### src/rtl/control_step_sequencer_pkg.sv
// Shared opcodes, state/class enums and IR field helpers
// for the hardwired control-step sequencer.
package cpu_ctrl_pkg;

  localparam int IR_MAX_W    = 64;
  localparam int FIELD_MAX_W = 8;

  localparam logic [4:0] OP_ADD  = 5'b00011;
  localparam logic [4:0] OP_SUB  = 5'b00100;
  localparam logic [4:0] OP_AND  = 5'b00101;
  localparam logic [4:0] OP_OR   = 5'b00110;
  localparam logic [4:0] OP_SHR  = 5'b00111;
  localparam logic [4:0] OP_SHL  = 5'b01000;
  localparam logic [4:0] OP_ROR  = 5'b01001;
  localparam logic [4:0] OP_ROL  = 5'b01010;
  localparam logic [4:0] OP_MUL  = 5'b01110;
  localparam logic [4:0] OP_DIV  = 5'b01111;
  localparam logic [4:0] OP_NEG  = 5'b10000;
  localparam logic [4:0] OP_NOT  = 5'b10001;
  localparam logic [4:0] OP_NOP  = 5'b11010;
  localparam logic [4:0] OP_HALT = 5'b11011;

  typedef enum logic [3:0] {
    S_IDLE, S_T0, S_T1, S_T1W, S_T2,
    S_T3, S_T4, S_T5, S_T6, S_HALT
  } state_e;

  typedef enum logic [2:0] {
    CL_BINARY, CL_UNARY, CL_MULDIV,
    CL_NOP, CL_HALT, CL_ILLEGAL
  } op_class_e;

  function automatic op_class_e op_class(
    input logic [4:0] op
  );
    op_class_e c;
    unique case (op)
      OP_ADD, OP_SUB, OP_AND, OP_OR,
      OP_SHR, OP_SHL, OP_ROR, OP_ROL:
        c = CL_BINARY;
      OP_NEG, OP_NOT: c = CL_UNARY;
      OP_MUL, OP_DIV: c = CL_MULDIV;
      OP_NOP:         c = CL_NOP;
      OP_HALT:        c = CL_HALT;
      default:        c = CL_ILLEGAL;
    endcase
    return c;
  endfunction

  function automatic logic [4:0] ir_opcode(
    input logic [IR_MAX_W-1:0] ir,
    input int                  irw
  );
    logic [IR_MAX_W-1:0] sh;
    sh = ir >> (irw - 5);
    return sh[4:0];
  endfunction

  // idx 0 = Ra, 1 = Rb, 2 = Rc, packed downward below the opcode
  function automatic logic [FIELD_MAX_W-1:0] ir_field(
    input logic [IR_MAX_W-1:0] ir,
    input int                  irw,
    input int                  rfw,
    input int                  idx
  );
    logic [IR_MAX_W-1:0] sh;
    logic [IR_MAX_W-1:0] m;
    sh = ir >> (irw - 5 - (idx + 1) * rfw);
    m  = (IR_MAX_W'(1) << rfw) - IR_MAX_W'(1);
    sh = sh & m;
    return sh[FIELD_MAX_W-1:0];
  endfunction

endpackage

### src/rtl/control_step_sequencer_if.sv
// Control bundle between the step sequencer (master)
// and the bus datapath (slave).
interface control_step_sequencer_if #(
  parameter int REG_FIELD_W = 4,
  parameter int IR_WIDTH    = 32
);
  localparam int NUM_REGS = 2 ** REG_FIELD_W;

  logic                run;
  logic [IR_WIDTH-1:0] ir;
  logic                mem_ready;
  logic [NUM_REGS-1:0] Rin;
  logic [NUM_REGS-1:0] Rout;
  logic PCout, PCin, MARin, IncPC;
  logic Read, MDRin, MDRout, IRin;
  logic Yin, Zin, Zlowout, Zhighout;
  logic HIin, LOin;
  logic [4:0]          opcode;
  logic                instr_done;
  logic                halted;
  logic                illegal;

  modport master (
    input  run, ir, mem_ready,
    output Rin, Rout,
    output PCout, PCin, MARin, IncPC,
    output Read, MDRin, MDRout, IRin,
    output Yin, Zin, Zlowout, Zhighout,
    output HIin, LOin,
    output opcode, instr_done, halted, illegal
  );

  modport slave (
    output run, ir, mem_ready,
    input  Rin, Rout,
    input  PCout, PCin, MARin, IncPC,
    input  Read, MDRin, MDRout, IRin,
    input  Yin, Zin, Zlowout, Zhighout,
    input  HIin, LOin,
    input  opcode, instr_done, halted, illegal
  );
endinterface

### src/rtl/control_step_sequencer_reg_select_decoder.sv
// Index + enable to one-hot register strobe decoder.
module reg_select_decoder #(
  parameter int IDX_W = 4
) (
  input  logic [IDX_W-1:0]      idx_i,
  input  logic                  en_i,
  output logic [2**IDX_W-1:0]   onehot_o
);
  always_comb begin
    onehot_o = '0;
    if (en_i) onehot_o[idx_i] = 1'b1;
  end
endmodule

### src/rtl/control_step_sequencer.sv
// Hardwired T-state control unit for the bus CPU datapath.
// Define CTRL_MULDIV_EN to enable the MUL/DIV HI/LO sequence.
module control_step_sequencer
  import cpu_ctrl_pkg::*;
#(
  parameter int REG_FIELD_W = 4,
  parameter int IR_WIDTH    = 32
) (
  input logic                      Clock,
  input logic                      clear,
  control_step_sequencer_if.master bus
);

  state_e    state_q, state_d, done_next;
  op_class_e cls_raw, cls;

  logic [IR_MAX_W-1:0]    ir_x;
  logic [4:0]             op;
  logic [REG_FIELD_W-1:0] ra, rb, rc;
  logic [REG_FIELD_W-1:0] rin_idx, rout_idx;
  logic                   rin_en, rout_en;

  assign ir_x = IR_MAX_W'(bus.ir);
  assign op   = ir_opcode(ir_x, IR_WIDTH);
  assign ra   = REG_FIELD_W'(
    ir_field(ir_x, IR_WIDTH, REG_FIELD_W, 0));
  assign rb   = REG_FIELD_W'(
    ir_field(ir_x, IR_WIDTH, REG_FIELD_W, 1));
  assign rc   = REG_FIELD_W'(
    ir_field(ir_x, IR_WIDTH, REG_FIELD_W, 2));

  assign cls_raw = op_class(op);
`ifdef CTRL_MULDIV_EN
  assign cls = cls_raw;
`else
  assign cls = (cls_raw == CL_MULDIV) ?
               CL_ILLEGAL : cls_raw;
`endif

  assign done_next = bus.run ? S_T0 : S_IDLE;

  always_ff @(posedge Clock or posedge clear) begin
    if (clear) state_q <= S_IDLE;
    else       state_q <= state_d;
  end

  always_comb begin
    state_d = state_q;
    unique case (state_q)
      S_IDLE: if (bus.run) state_d = S_T0;
      S_T0:   state_d = S_T1;
      S_T1:   state_d = bus.mem_ready ? S_T2 : S_T1W;
      S_T1W:  if (bus.mem_ready) state_d = S_T2;
      S_T2:   state_d = S_T3;
      S_T3: begin
        unique case (cls)
          CL_BINARY, CL_MULDIV: state_d = S_T4;
          CL_UNARY:             state_d = S_T5;
          CL_HALT:              state_d = S_HALT;
          default:              state_d = done_next;
        endcase
      end
      S_T4: state_d = S_T5;
      S_T5: begin
`ifdef CTRL_MULDIV_EN
        state_d = (cls == CL_MULDIV) ? S_T6 : done_next;
`else
        state_d = done_next;
`endif
      end
`ifdef CTRL_MULDIV_EN
      S_T6:   state_d = done_next;
`endif
      S_HALT: state_d = S_HALT;
      default: state_d = S_IDLE;
    endcase
  end

  // Moore decode; ir is only consulted from T3 on
  always_comb begin
    rin_en = 1'b0;  rin_idx = '0;
    rout_en = 1'b0; rout_idx = '0;
    bus.PCout = 1'b0;   bus.PCin = 1'b0;
    bus.MARin = 1'b0;   bus.IncPC = 1'b0;
    bus.Read = 1'b0;    bus.MDRin = 1'b0;
    bus.MDRout = 1'b0;  bus.IRin = 1'b0;
    bus.Yin = 1'b0;     bus.Zin = 1'b0;
    bus.Zlowout = 1'b0; bus.opcode = 5'd0;
    bus.instr_done = 1'b0;
    bus.halted = 1'b0;  bus.illegal = 1'b0;
`ifdef CTRL_MULDIV_EN
    bus.Zhighout = 1'b0;
    bus.HIin = 1'b0;    bus.LOin = 1'b0;
`endif
    unique case (state_q)
      S_T0: begin
        bus.PCout = 1'b1; bus.MARin = 1'b1;
        bus.IncPC = 1'b1; bus.Zin = 1'b1;
      end
      S_T1: begin
        bus.Zlowout = 1'b1; bus.PCin = 1'b1;
        bus.Read = 1'b1;    bus.MDRin = 1'b1;
      end
      S_T1W: begin
        bus.Read = 1'b1; bus.MDRin = 1'b1;
      end
      S_T2: begin
        bus.MDRout = 1'b1; bus.IRin = 1'b1;
      end
      S_T3: begin
        unique case (1'b1)
          (cls == CL_BINARY),
          (cls == CL_MULDIV): begin
            rout_en = 1'b1; rout_idx = rb;
            bus.Yin = 1'b1;
          end
          (cls == CL_UNARY): begin
            rout_en = 1'b1; rout_idx = rb;
            bus.Zin = 1'b1; bus.opcode = op;
          end
          (cls == CL_NOP),
          (cls == CL_HALT): bus.instr_done = 1'b1;
          default: begin
            bus.illegal = 1'b1;
            bus.instr_done = 1'b1;
          end
        endcase
      end
      S_T4: begin
        rout_en = 1'b1; rout_idx = rc;
        bus.Zin = 1'b1; bus.opcode = op;
      end
      S_T5: begin
        bus.Zlowout = 1'b1;
        if (cls == CL_MULDIV) begin
`ifdef CTRL_MULDIV_EN
          bus.LOin = 1'b1;
`endif
        end else begin
          rin_en = 1'b1; rin_idx = ra;
          bus.instr_done = 1'b1;
        end
      end
`ifdef CTRL_MULDIV_EN
      S_T6: begin
        bus.Zhighout = 1'b1; bus.HIin = 1'b1;
        bus.instr_done = 1'b1;
      end
`endif
      S_HALT: bus.halted = 1'b1;
      default: ;
    endcase
  end

`ifndef CTRL_MULDIV_EN
  assign bus.Zhighout = 1'b0;
  assign bus.HIin     = 1'b0;
  assign bus.LOin     = 1'b0;
`endif

  reg_select_decoder #(.IDX_W(REG_FIELD_W)) u_rin (
    .idx_i    (rin_idx),
    .en_i     (rin_en),
    .onehot_o (bus.Rin)
  );

  reg_select_decoder #(.IDX_W(REG_FIELD_W)) u_rout (
    .idx_i    (rout_idx),
    .en_i     (rout_en),
    .onehot_o (bus.Rout)
  );

endmodule

### src/flat_wrapper.sv
// flat-port wrapper written by rule: the top's interface ports become plain ports
module control_step_sequencer_flat import cpu_ctrl_pkg::*;
#(
  parameter int REG_FIELD_W = 4,
  parameter int IR_WIDTH    = 32
)
  (Clock, clear, bus_run, bus_ir, bus_mem_ready, bus_Rin, bus_Rout, bus_PCout, bus_PCin, bus_MARin, bus_IncPC, bus_Read, bus_MDRin, bus_MDRout, bus_IRin, bus_Yin, bus_Zin, bus_Zlowout, bus_Zhighout, bus_HIin, bus_LOin, bus_opcode, bus_instr_done, bus_halted, bus_illegal);
  control_step_sequencer_if #(.REG_FIELD_W(REG_FIELD_W), .IR_WIDTH(IR_WIDTH)) bus_i ();
  input logic Clock;
  input logic clear;
  input wire logic [$bits(bus_i.run)-1:0] bus_run;
  input wire logic [$bits(bus_i.ir)-1:0] bus_ir;
  input wire logic [$bits(bus_i.mem_ready)-1:0] bus_mem_ready;
  output wire logic [$bits(bus_i.Rin)-1:0] bus_Rin;
  output wire logic [$bits(bus_i.Rout)-1:0] bus_Rout;
  output wire logic [$bits(bus_i.PCout)-1:0] bus_PCout;
  output wire logic [$bits(bus_i.PCin)-1:0] bus_PCin;
  output wire logic [$bits(bus_i.MARin)-1:0] bus_MARin;
  output wire logic [$bits(bus_i.IncPC)-1:0] bus_IncPC;
  output wire logic [$bits(bus_i.Read)-1:0] bus_Read;
  output wire logic [$bits(bus_i.MDRin)-1:0] bus_MDRin;
  output wire logic [$bits(bus_i.MDRout)-1:0] bus_MDRout;
  output wire logic [$bits(bus_i.IRin)-1:0] bus_IRin;
  output wire logic [$bits(bus_i.Yin)-1:0] bus_Yin;
  output wire logic [$bits(bus_i.Zin)-1:0] bus_Zin;
  output wire logic [$bits(bus_i.Zlowout)-1:0] bus_Zlowout;
  output wire logic [$bits(bus_i.Zhighout)-1:0] bus_Zhighout;
  output wire logic [$bits(bus_i.HIin)-1:0] bus_HIin;
  output wire logic [$bits(bus_i.LOin)-1:0] bus_LOin;
  output wire logic [$bits(bus_i.opcode)-1:0] bus_opcode;
  output wire logic [$bits(bus_i.instr_done)-1:0] bus_instr_done;
  output wire logic [$bits(bus_i.halted)-1:0] bus_halted;
  output wire logic [$bits(bus_i.illegal)-1:0] bus_illegal;
  assign bus_i.run = bus_run;
  assign bus_i.ir = bus_ir;
  assign bus_i.mem_ready = bus_mem_ready;
  assign bus_Rin = bus_i.Rin;
  assign bus_Rout = bus_i.Rout;
  assign bus_PCout = bus_i.PCout;
  assign bus_PCin = bus_i.PCin;
  assign bus_MARin = bus_i.MARin;
  assign bus_IncPC = bus_i.IncPC;
  assign bus_Read = bus_i.Read;
  assign bus_MDRin = bus_i.MDRin;
  assign bus_MDRout = bus_i.MDRout;
  assign bus_IRin = bus_i.IRin;
  assign bus_Yin = bus_i.Yin;
  assign bus_Zin = bus_i.Zin;
  assign bus_Zlowout = bus_i.Zlowout;
  assign bus_Zhighout = bus_i.Zhighout;
  assign bus_HIin = bus_i.HIin;
  assign bus_LOin = bus_i.LOin;
  assign bus_opcode = bus_i.opcode;
  assign bus_instr_done = bus_i.instr_done;
  assign bus_halted = bus_i.halted;
  assign bus_illegal = bus_i.illegal;
  control_step_sequencer #(.REG_FIELD_W(REG_FIELD_W), .IR_WIDTH(IR_WIDTH)) u_core (.Clock(Clock), .clear(clear), .bus(bus_i));
endmodule
### config.mk
export PLATFORM = sky130hd
export DESIGN_NAME = control_step_sequencer_flat
export DESIGN_NICKNAME = d
export VERILOG_FILES = /design/src/rtl/control_step_sequencer_pkg.sv /design/src/rtl/control_step_sequencer_if.sv /design/src/rtl/control_step_sequencer_reg_select_decoder.sv /design/src/rtl/control_step_sequencer.sv /design/src/flat_wrapper.sv
export SDC_FILE = /design/constraint.sdc
export NUM_CORES = 1
export LEC_CHECK = 0
export ABC_AREA = 1
export BUFFER_PORTS_ARGS = -buffer_cell sky130_fd_sc_hd__buf_2
export CORE_MARGIN = 4
export CORE_UTILIZATION = 39
export DETAILED_ROUTE_END_ITERATION = 16
export PLACE_DENSITY = 0.86
export SYNTH_ARGS = -nofsm -noshare
export SYNTH_HDL_FRONTEND = slang
export SYNTH_SLANG_ARGS = --single-unit
### constraint.sdc
create_clock -name Clock -period 5 [get_ports Clock]
set_input_delay 1.25 -clock Clock [delete_from_list [all_inputs] [get_ports Clock]]
set_output_delay 1.25 -clock Clock [all_outputs]
set_load 0.1 [all_outputs]
---- After elaboration in Yosys (flattened, before gate mapping) ----
Memory sizes are Yosys's and may differ from the RTL's.
Index checks and enable logic that the tools add are counted.
storage, ports and cells
  register bits ........................... 4
  input bits .............................. 36
  memory bits (read-only) ................. 96
  output and inout port bits .............. 54
  logic and storage cells ................. 69
  memories ................................ 1
memories
  name             words  bits a word  read ports  clocked after Yosys merged registers in  write ports  line                              text
  (no name shown)  32     3            1           0                                        0            control_step_sequencer_pkg.sv:37  unique case (op)
cells by class
  equality and inequality tests ........... 15
  muxes and demuxes ....................... 37
  $lt $le $gt $ge ......................... 4
  reductions and logical operators ........ 11
operator list
  kind                number
  $pmux 4 s9          1
  $mux 16             2
  $mux 4              5
  $mux 1              18
  $eq 4x3->1 const B  4
  $pmux 4 s3          1
  $lt 4x5->1 const B  2
  $pmux 5 s2          1
  $eq 3x2->1 const B  3
  $demux 1 s4         2
  $eq 4x2->1 const B  2
  $ge 4x1->1 const B  2
  $pmux 4 s2          1
  $reduce_or 2->1     4
  $mux 3              2
  $pmux 1 s2          3
  $mux 5              1
  $reduce_or 5->1     1
  $eq 4x1->1 const B  1
  $eq 4x4->1 const B  1
  $logic_not 4->1     1
  $ne 2x2->1 const B  2
  $eq 3x1->1 const B  1
  $eq 3x3->1 const B  1
  4 further kinds     5

---- Depth between registers and ports, before layout ----
An unclocked memory read counts as a cell.
  word-level depth ........................ 12
  gate-level depth with buffers ........... 14

---- By module ----
From an unflattened synthesis, not the netlist that was laid out.
second synthesis, totals
  cells, all modules ...................... 183
  area total of the unflattened synthesis .. 935.9 µm²
by module, submodules not included
  module                              area an instance (µm²)  instances  cells each
  control_step_sequencer              669.4                   1          118
  reg_select_decoder (u_core.u_rin)   140.1                   1          33
  reg_select_decoder (u_core.u_rout)  126.4                   1          32

---- Worst setup path after synthesis ----
No wires, ideal clock.
  path type ............................... input to output
  start ................................... input port bus_ir[29]
  end ..................................... output port bus_illegal
  stages on the path ...................... 5
  path slack .............................. -296 ps
  data arrival time ....................... 4046 ps
  path through ............................ inv_1 -> nand3_1 -> nand2_1 -> nand2_2 -> a311oi_1
between the ends
  word-level cells in the longest chain between the ends .. 7
  elaborated cells between the ends (all ways) .. 11
RTL lines
  element                                   line                           text
  start, declared                           flat_wrapper.sv:12             input wire logic [$bits(bus_i.ir)-1:0] bus_ir;
  $mem_v2 32x3 *                            n/a
  $eq 3x2->1                                control_step_sequencer.sv:36   assign cls = (cls_raw == CL_MULDIV) ?
  $mux 3 *                                  control_step_sequencer.sv:36
  $eq 3x3->1, or another cell as far along  control_step_sequencer.sv:122  (cls == CL_HALT): bus.instr_done = 1'b1;
  $reduce_or 5->1 (no source line) *        n/a
  $mux 1 *                                  control_step_sequencer.sv:111  unique case (1'b1)
  $mux 1 *                                  control_step_sequencer.sv:95   unique case (state_q)
  end, declared                             flat_wrapper.sv:33             output wire logic [$bits(bus_i.illegal)-1:0] bus_illegal;
Mark *: on every way between the ends. The rest lies on a longest branch, timed or not.

---- Worst setup path after layout ----
  start ................................... input port bus_ir[29]
  end ..................................... output port bus_Rout[3]
between the ends
  word-level cells in the longest chain between the ends .. 12
  elaborated cells between the ends (all ways) .. 17
RTL lines
  element                                                                line                                             text
  $mem_v2 32x3 *                                                         n/a
  $eq 3x2->1                                                             control_step_sequencer.sv:36
  $mux 3 *                                                               control_step_sequencer.sv:36
  $eq 3x1->1, or another cell as far along                               control_step_sequencer.sv:117                    (cls == CL_UNARY): begin
  $reduce_or 3->1 (no source line) *                                     n/a
  $mux 4                                                                 control_step_sequencer.sv:111
  $pmux 4 s2                                                             control_step_sequencer.sv:95
  $lt 4x5->1 (implied by the code) / $ge 4x1->1 (equally long branches)  control_step_sequencer_reg_select_decoder.sv:11  if (en_i) onehot_o[idx_i] = 1'b1;
  $logic_and 1x1->1 (implied by the code)                                control_step_sequencer_reg_select_decoder.sv:11
  $mux 1 (implied by the code)                                           control_step_sequencer_reg_select_decoder.sv:11
  $demux 1 s4                                                            control_step_sequencer_reg_select_decoder.sv:11
  $mux 16 *                                                              control_step_sequencer_reg_select_decoder.sv:11
  end, declared                                                          flat_wrapper.sv:15                               output wire logic [$bits(bus_i.Rout)-1:0] bus_Rout;
Marked as above.

==> flow_metrics.py <==
metrics = {
    "clock_tree": {
        "cts_resized": 0,
        "hold_buffers": 0,
        "htreeDepth": 1,
        "cts_tree": "done",
        "clkLatencyLatePin_ns": 0.24,
        "root_buffer": "clkbuf_4",
        "numCtsBuffers": 3,
        "clk_pin_slew_ns": 0.04,
        "cts.sinks": 4,
        "cts_buffer_depth": 2,
        "post_cts_buffers": 0,
    },
    "worst_setup_path": {
        "r2r_slack_ns": 3.46,
        "crit_slowest_cell": "buf_2",
        "r2r_end": "u_core.state_q[2]",
        "setup.worst_path.start_class": "input port",
        "worstPathArrival_ns": 2.98,
        "critPathMostFrequentCell": "nand2_2",
        "crit_path_end": "bus_Rout[3]",
        "path_cells": "buf_2 -> inv_1 -> nand2_1 -> inv_1 -> nand2_2 -> nor2_1 -> nand2_1 -> o21ai_1 -> nand3_1 -> nand2_2 -> nand2_2 -> nor2_1 -> buf_2",
        "startpoint": "bus_ir[29]",
        "r2r_cells": 10,
        "cp.depth": 13,
        "crit_family": "simple AND/OR/NAND/NOR gates",
        "critPathBufInv": 4,
        "required_ns": 3.75,
        "r2r-start": "u_core.state_q[0]",
        "end_kind": "primary output",
        "crit_type": "in -> out",
        "worst_path_largest_cell_delay_ns": 0.43,
        "worstPathMaxFanout": 5,
    },
    "timing": {
        "clock.fmax_ghz": 0.236,
        "rsz0062_at_grt": "no",
        "maxSlewViolCount": 0,
        "tns_ns": 0,
        "fin_crit_ns": 4.23,
        "finalHoldViolCount": 0,
        "fin_ws_ns": 0.769,
        "setup_viol": 0,
        "finalCritPeriodShare_pct": 84.6,
        "clock_skew_ns": 0.00486,
    },
    "pwr": {
        "ir_drop_mv": 0.403,
        "powerDensity_nw_per_um2": 589,
        "leakagePower_nw": 0.887,
        "total_power_w": 0.000762,
    },
    "layout": {
        "drive_gt1_share_pct": 40.4,
        "final_common_cell": "buf_2",
        "num_antenna_cells": 0,
        "final_util_pct": 58.0,
        "fin_area_um2": 1290,
        "reg.largest.list": "u_core.state_q: 4 flops",
        "largest_reg_flops": 4,
        "regMostFlops": "u_core.state_q",
        "area_delta_synth_final_pct": 41.0,
        "final_cell_mix": "buf_2 (71), nor2_1 (50), inv_1 (34), nand2_1 (34), nand2_2 (13)",
        "nNetsFinal": 288,
    },
    "logic_synthesis": {
        "syn_area_um2": 918,
        "async_flop_share_pct": 100,
        "synth.distinct_cells": 22,
        "yosysWarnings": 0,
        "synth_edf_count": 0,
        "synth_cells": 181,
        "syn_avg_cell_area_um2": 5.07,
        "ys.flop_type": "dfrtp_1",
        "synth_area_leaders": "nor2_1 (21%), inv_1 (14%), nand2_1 (14%)",
        "synth-seq-cells": 4,
        "synth-seq-area-share_pct": 10.9,
        "synth.top_cell.area_share_pct": 20.8,
        "synth_top_area_cell": "nor2_1",
    },
    "placement": {
        "preCtsSetupSlack_ns": 0.757,
        "port_buffers": 71,
        "placed_cell_area_um2": 1270,
        "finalWeightedCongestion": 0.825,
        "place_hpwl_mm": 2.29,
    },
    "global_routing": {
        "grt_max_degree": 8,
        "grt_pass1_wl_mm": 4.38,
        "grtUsageTotal_pct": 16.5,
        "antenna_found_initial": 0,
        "grt.overflow.total": 0,
        "grt_pass1_vias": 1114,
    },
    "floorplan": {
        "dieArea_um2": 3200,
        "io_pins": 90,
        "rows": 17,
        "die-height_um": 56.5,
        "start_util_pct": 41.1,
        "fp.coreArea_um2": 2230,
        "die_w_um": 56.5,
    },
    "route": {
        "wl_per_cell_um": 9.42,
        "viasPerCell": 4.46,
        "wirelength_mm": 2.62,
        "drc": 0,
        "antenna_left": 0,
        "dr_total_vias": 1239,
        "drt-initial-drc-count": 44,
        "first_pass_iters": 4,
    },
    "run": {
        "drv_cap": 0,
    },
    "min_path": {
        "hold_class": "reg -> reg",
    },
    "outcome": {
        "status": "completed",
    },
}
==> logic make-up (layout without fill, tap and decap cells) <==
logic type,count (synthesis),in the layout,synth area share (%)
AOI/OAI and AO/OA,15,15,10.9
buffers and inverters,45,112,21.3
DFF,4,4,10.9
other,1,3,0.408
and+or+nand+nor,116,116,56.5
==> Yosys cell counts, types with 3 or more instances <==
cell type / count
buf_4: 7
inv_2: 4
o21ai_0: 6
a21oi_1: 3
nand2_1: 34
nand2_2: 13
nand4_1: 3
inv_1: 34
nand3_1: 6
nor2_1: 51
dfrtp_1: 4
nor3_1: 4
==> worst min-delay path by stage <==
stage                     cells past startpoint                 to         startpoint  slack, ns
after floorplan                               4  u_core.state_q[0]  u_core.state_q[1]       0.69
after global placement                        3  u_core.state_q[3]  u_core.state_q[2]       0.53
after detailed placement                      3  u_core.state_q[3]  u_core.state_q[2]       0.55
after CTS                                     3  u_core.state_q[3]  u_core.state_q[2]       0.55
after global routing                          3  u_core.state_q[3]  u_core.state_q[2]       0.63
final                                         3  u_core.state_q[3]  u_core.state_q[2]       0.57
==> worst min-delay path: stages (launching register included) <==
cell	delay (ns)
dfrtp_1	0.33
nor3_1	0.08
inv_1	0.05
nand2_1	0.06
==> routing by layer <==
layer / wire length (um) / vias up / global-route usage, %
li1: - / 671 / -
met1: 1100 / 521 / 20.2
met2: 1310 / 45 / 27.7
met3: 204 / 2 / 2.07
met4: 14 / 0 / 8.81
met5: 0 / - / 0
==> where the power goes <==
part	total, W	internal, W	switching [W]	leakage (nW)
Clock	0.0000403	0.0000269	0.0000135	0.0138
Combinational	0.000666	0.0000971	0.000569	0.822
Sequential	0.0000565	0.0000447	0.0000118	0.0514
Total	0.000762	0.000169	0.000594	0.887
==> metrics by stage <==
stage,hold slack (ns),cells
2_1_floorplan,0.686,183
3_3_place_gp,0.533,275
3_5_place_dp,0.552,275
4_1_cts,0.551,278
5_1_grt,0.626,278
6_report,0.567,278
==> layout make-up <==
type	count	area [um^2]
inverter	38	143
clock buffer	3	22.5
tap	28	35.0
sequential	4	100
fill	263	938
multi-input combinational	134	639
timing repair buffer	71	355
(Power assumes the default switching activity.)
